==> src/rtl/cpu6502_pkg.sv <==
// Shared 6502 core definitions: fetch FSM states, reset PC and the opcode length rule
// used by both the fetch stage and the addressing-mode calculator.
package cpu6502_pkg;

    typedef enum logic [2:0] {
        S_ISSUE_OP = 3'd0,
        S_CAP_OP   = 3'd1,
        S_CAP_B1   = 3'd2,
        S_CAP_B2   = 3'd3,
        S_HOLD     = 3'd4
    } fetch_state_t;

    localparam logic [15:0] RESET_PC_DEFAULT = 16'h0200;

    // Instruction length in bytes from the opcode; illegal column-3/7/B/F opcodes count as one byte.
    function automatic logic [1:0] opcode_length(input logic [7:0] opcode);
        logic [1:0] len_s;
        len_s = 2'd1;
        case (opcode[3:0])
            4'h0: begin
                if (opcode == 8'h20) begin
                    len_s = 2'd3;
                end else if ((opcode == 8'h00) || (opcode == 8'h40) || (opcode == 8'h60)) begin
                    len_s = 2'd1;
                end else begin
                    len_s = 2'd2;
                end
            end
            4'h1, 4'h2, 4'h4, 4'h5, 4'h6: len_s = 2'd2;
            4'h8, 4'hA:                   len_s = 2'd1;
            4'h9: begin
                if (opcode[4] == 1'b1) begin
                    len_s = 2'd3;
                end else begin
                    len_s = 2'd2;
                end
            end
            4'hC, 4'hD, 4'hE:             len_s = 2'd3;
            default:                      len_s = 2'd1;
        endcase
        return len_s;
    endfunction

endpackage

==> src/rtl/opcode_length_lut.sv <==
// Combinational opcode -> instruction length lookup for the fetch stage.
module opcode_length_lut
    import cpu6502_pkg::*;
(
    input  logic [7:0] opcode,
    output logic [1:0] length
);

    assign length = opcode_length(opcode);

endmodule

==> src/rtl/instruction_fetch.sv <==
// 6502 fetch stage: reads opcode/operand bytes and hands out one instruction bundle per handshake.
// Optional IFETCH_FAST_EN overlaps the next opcode read with the accepting cycle.
module instruction_fetch
    import cpu6502_pkg::*;
#(
    parameter logic [15:0] RESET_PC = RESET_PC_DEFAULT
)
(
    input  logic        clk,
    input  logic        rst_n,
    output logic [15:0] mem_addr,
    output logic        mem_rd,
    input  logic [7:0]  mem_rdata,
    input  logic        redirect,
    input  logic [15:0] redirect_pc,
    output logic        inst_valid,
    input  logic        inst_ready,
    output logic [7:0]  inst_opcode,
    output logic [7:0]  inst_operand1,
    output logic [7:0]  inst_operand2,
    output logic [15:0] inst_pc,
    output logic [1:0]  inst_length,
    output logic [2:0]  debug_state
);

    fetch_state_t state_r;
    logic [15:0]  pc_r;
    logic [15:0]  inst_pc_r;
    logic [1:0]   len_r;
    logic [7:0]   opcode_r;
    logic [7:0]   operand1_r;
    logic [7:0]   operand2_r;
    logic         valid_r;
    logic [1:0]   lut_len_s;
    logic [15:0]  next_pc_s;

    opcode_length_lut u_length_lut (
        .opcode (mem_rdata),
        .length (lut_len_s)
    );

    assign next_pc_s = pc_r + {14'd0, len_r};

    // Read strobe/address follow the state; in S_CAP_OP the byte just returned decides on operand 1.
    always_comb begin
        mem_rd   = 1'b0;
        mem_addr = pc_r;
        if (!rst_n) begin
            mem_rd   = 1'b0;
            mem_addr = pc_r;
        end else begin
            case (state_r)
                S_ISSUE_OP: begin
                    mem_rd   = 1'b1;
                    mem_addr = pc_r;
                end
                S_CAP_OP: begin
                    mem_rd   = (lut_len_s > 2'd1);
                    mem_addr = pc_r + 16'd1;
                end
                S_CAP_B1: begin
                    mem_rd   = (len_r == 2'd3);
                    mem_addr = pc_r + 16'd2;
                end
                S_HOLD: begin
`ifdef IFETCH_FAST_EN
                    mem_rd   = inst_ready & ~redirect;
                    mem_addr = next_pc_s;
`else
                    mem_rd   = 1'b0;
                    mem_addr = pc_r;
`endif
                end
                default: begin
                    mem_rd   = 1'b0;
                    mem_addr = pc_r;
                end
            endcase
        end
    end

    // Fetch FSM and bundle registers; a redirect overrides everything, including a completing handshake.
    always_ff @(posedge clk or negedge rst_n) begin
        if (!rst_n) begin
            state_r    <= S_ISSUE_OP;
            pc_r       <= RESET_PC;
            inst_pc_r  <= 16'h0000;
            len_r      <= 2'd0;
            opcode_r   <= 8'h00;
            operand1_r <= 8'h00;
            operand2_r <= 8'h00;
            valid_r    <= 1'b0;
        end else if (redirect) begin
            state_r    <= S_ISSUE_OP;
            pc_r       <= redirect_pc;
            inst_pc_r  <= 16'h0000;
            len_r      <= 2'd0;
            opcode_r   <= 8'h00;
            operand1_r <= 8'h00;
            operand2_r <= 8'h00;
            valid_r    <= 1'b0;
        end else begin
            case (state_r)
                S_ISSUE_OP: begin
                    state_r <= S_CAP_OP;
                end
                S_CAP_OP: begin
                    opcode_r   <= mem_rdata;
                    len_r      <= lut_len_s;
                    operand1_r <= 8'h00;
                    operand2_r <= 8'h00;
                    inst_pc_r  <= pc_r;
                    if (lut_len_s > 2'd1) begin
                        state_r <= S_CAP_B1;
                    end else begin
                        state_r <= S_HOLD;
                        valid_r <= 1'b1;
                    end
                end
                S_CAP_B1: begin
                    operand1_r <= mem_rdata;
                    if (len_r == 2'd3) begin
                        state_r <= S_CAP_B2;
                    end else begin
                        state_r <= S_HOLD;
                        valid_r <= 1'b1;
                    end
                end
                S_CAP_B2: begin
                    operand2_r <= mem_rdata;
                    state_r    <= S_HOLD;
                    valid_r    <= 1'b1;
                end
                S_HOLD: begin
                    if (inst_ready) begin
                        pc_r    <= next_pc_s;
                        valid_r <= 1'b0;
`ifdef IFETCH_FAST_EN
                        state_r <= S_CAP_OP;
`else
                        state_r <= S_ISSUE_OP;
`endif
                    end else begin
                        state_r <= S_HOLD;
                    end
                end
                default: begin
                    state_r <= S_ISSUE_OP;
                    valid_r <= 1'b0;
                end
            endcase
        end
    end

    assign inst_valid    = valid_r;
    assign inst_opcode   = opcode_r;
    assign inst_operand1 = operand1_r;
    assign inst_operand2 = operand2_r;
    assign inst_pc       = inst_pc_r;
    assign inst_length   = len_r;
    assign debug_state   = state_r;

endmodule

==> config.mk <==
export PLATFORM = sky130hd
export DESIGN_NAME = instruction_fetch
export DESIGN_NICKNAME = d
export VERILOG_FILES = /design/src/rtl/cpu6502_pkg.sv /design/src/rtl/opcode_length_lut.sv /design/src/rtl/instruction_fetch.sv
export SDC_FILE = /design/constraint.sdc
export NUM_CORES = 1
export LEC_CHECK = 0
export CAP_MARGIN = 20
export CORE_MARGIN = 5
export CORE_UTILIZATION = 35
export CTS_CLUSTER_DIAMETER = 120
export DETAILED_ROUTE_END_ITERATION = 10
export HOLD_SLACK_MARGIN = 0.02
export PLACE_DENSITY = 0.68
export SYNTH_ARGS = -nofsm -noshare
export SYNTH_HDL_FRONTEND = slang
export SYNTH_SLANG_ARGS = --single-unit
export TNS_END_PERCENT = 50
==> constraint.sdc <==
create_clock -name clk -period 3.1 [get_ports clk]
set_clock_uncertainty 0.1 [all_clocks]
set_input_delay 0.465 -clock clk [delete_from_list [all_inputs] [get_ports clk]]
set_output_delay 0.465 -clock clk [all_outputs]
set_load 0.01 [all_outputs]
==> flow_summary.ini <==
[floorplan]
die_y_um = 110
chipWidth_um = 110
fp.dieArea_um2 = 12200
initial_core_util_pct = 36.0
rows = 36
coreArea_um2 = 9770
io_pins = 91

[global_route]
grt_pass1_vias = 3513
top_usage_layer = met2
grt_usage_pct = 18.6
grt_pass1_wl_um = 17700
grt.met1_usage_pct = 23.0
grt_max_degree = 48
antenna_found_initial = 0
grt_util_met2_pct = 31.1
grt_overflow = 0
grtUsageMet3_pct = 6.12

[sta]
setup_slack_ns = 0.145
hold_violations = 0
timing.fmax_mhz = 338
setup_viol_count_final = 0
finalSetupTns_ns = 0
fin_crit_ns = 2.95
slew_viol_final = 0
maxSlewHeadroom_pct = 59.7
tightestPinTransition_ns = 0.603
rsz0062_at_grt = false
finalCritPeriodShare_pct = 95.3

[cts]
numCtsBuffers = 9
cts_buffer_depth = 2
root_buffer = clkbuf_8
clk_pin_slew_ns = 0.07
postCtsHoldBufs = 0
clkSinkCount = 62
cts_tree = built
clock_latency_ns = 0.35
h-tree-depth = 3

[critical_path]
critPathCaptureType = output port
crit_end = mem_addr[5]
reg2reg_depth = 8
r2r_setup_slack_ns = 0.95
path_cells = ha_2 > and3_1 > nand2_1 > a21oi_1 > o31ai_1 > clkdlybuf4s50_1
r2r_end = pc_r[13]
path_max_fanout = 6
slowest_stage = clkdlybuf4s50_1
arrival_ns = 2.39
path_class = reg2out
required_ns = 2.53
crit_path_max_incr_delay_ns = 0.62
worstReg2RegStart = pc_r[1]
critPathLaunchType = flip-flop
cp-startpoint = pc_r[1]

[yosys]
syn_area_per_cell_um2 = 8.24
synth.distinct_cells = 46
yosysWarnings = 0
postSynthCellCount = 427
synthAdderAreaFrac_pct = 1.99
synth_xor_area_share_pct = 5.48
synth-edff-count = 0
synth_compound_area_share_pct = 19.0
ys_seq_area_share_pct = 44.1
synthFlopType = dfrtp_1
synth_area_um2 = 3520
syn-num-nets = 460
synth_seq_cells = 62
synth_top_family_by_area = simple AND/OR/NAND/NOR gates
yosys-mux-area-fraction_pct = 0.569
async_reset_ff_share_pct = 100
synth-simple-area-share_pct = 23.3

[status]
status = completed

[hold_path]
hp-class = in2async

[drt]
ant_nets = 0
drtPass1Iterations = 4
drtIter0Drc = 194
drcViolationCount = 0
num_vias = 3446
avgViaCountPerCell = 5.19
drt-total-wl_um = 10800
wl_per_cell_um = 16.2

[cells_and_area]
area.growth.synth_to_final_pct = 39.4
drive_above_1_share_pct = 13.2
antennaDiodeCount = 0
instances_no_fill = 664
final_nets = 559
final_util_pct = 50.2

[pwr]
power.density_nw_per_um2 = 453
power_leakage_nw = 1.97
irDropWorstVdd_uv = 204

[run]
cap_viol_max_count = 0

[placement]
hpwl_um = 7860
numPortBuffers = 90
dp.cells = 641
place_ws_ns = 0.170
place_congestion = 0.898
[Yosys cell counts, types with 7 or more instances]
cell type  count  share of area (%)
nand2_1       93                9.9
dfrtp_1       61                 43
a21oi_1       43                6.1
nor2_1        32                3.4
o21ai_0       29                4.1
nand3_1       19                2.7
clkbuf_1      18                1.9
xnor2_1       15                3.7
buf_2         11                1.6
a22oi_1        9                1.9
nand4_1        7                1.2
xor2_1         7                1.7
[critical path: cells and delay by family, from the launching register on]
kind | cells | cell delay, ns
compound gates | 2 | 0.44
fa+ha+maj | 1 | 0.24
buf+inv | 1 | 0.62
flops | 1 | 0.45
simple gates | 2 | 0.29
[sequential cells by signal (all words and copies together) (netlist names)]
| signal | flops |
|---|---|
| inst_length | 2 |
| inst_valid | 1 |
| debug_state | 3 |
| inst_operand1 | 8 |
| pc_r | 16 |
| inst_opcode | 8 |
| inst_pc | 16 |
| inst_operand2 | 8 |
[worst min-delay path by stage]
stage | cells after the start | start | endpoint | slack [ns]
floorplan | 0 | rst_n | debug_state[0] | 0.07
global placement | 2 | inst_operand2[2] | inst_operand2[2] | 0.41
detailed placement | 2 | inst_pc[10] | inst_pc[10] | 0.42
CTS | 2 | rst_n | inst_pc[13] | 0.11
global route | 2 | rst_n | inst_pc[13] | 0.11
finish | 2 | rst_n | inst_pc[13] | 0.09
[layout make-up]
type	instances	area (µm²)
sequential	62	1560
clock inverter	5	33.8
multi-input combinational	324	1820
inverter	6	22.5
timing repair buffer	123	1150
fill	983	4870
clock buffer	11	151
tap	133	166
[power breakdown]
group          switching, mW  internal (mW)  leakage, nW  total, mW
Combinational          0.337          0.296         1.06      0.633
Clock                  0.333          0.332       0.0913      0.665
Sequential            0.0564          0.869        0.819      0.926
[what timing repair did]
item / 4_1_cts / 5_1_grt
resized for setup: 5 / 13
setup endpoints to repair: 4 / 11
pin swaps: 0 / 1
setup buffers: 1 / 6
[cell usage in the layout, fill, tap and decap left out, drive strengths merged, types with 2 or more instances in the layout]
master	n
nor4	3
nor2	32
nand4	7
a311oi	2
a22oi	9
o21ai	33
o211ai	3
and3	5
inv	6
a21oi	43
o31ai	3
clkdlybuf4s50	87
clkinvlp	2
and4	4
nand2b	5
a31oi	4
and2	2
nor3	2
a211o	3
ha	4
nand2	93
xnor2	15
nand3	19
xor2	7
clkbuf	11
mux2i	2
o21a	3
a21o	2
buf	35
clkinv	3
dfrtp	61
nor2b	6
[metal layers]
layer  vias up  share of wire (%)
li1       1662                  -
met1      1669                 43
met2       104                 49
met3        11                7.1
met4         0                1.0
met5         -                  0
[cell families (layout without fill, tap and decap cells)]
group / Yosys count / in the layout
buffers and inverters: 41 / 145
adder cells (fa/ha/maj): 5 / 5
multiplexers: 2 / 2
flip-flops: 62 / 62
AND/OR/NAND/NOR: 182 / 182
AO/OA/AOI/OAI: 113 / 113
XOR/XNOR: 22 / 22
[per-stage QoR]
| stage | hold slack, ns | total power [mW] | cell area (µm²) |
|---|---|---|---|
| after CTS | 0.107 | 2.23 | 4810 |
| after detailed placement | 0.415 | 1.55 | 4610 |
| final | 0.0877 | 2.22 | 4900 |
| after global routing | 0.113 | 2.35 | 4900 |
| after floorplan | 0.0694 | 1.24 | 3520 |
| after global placement | 0.407 | 1.55 | 4610 |
(Power assumes the default switching activity.)
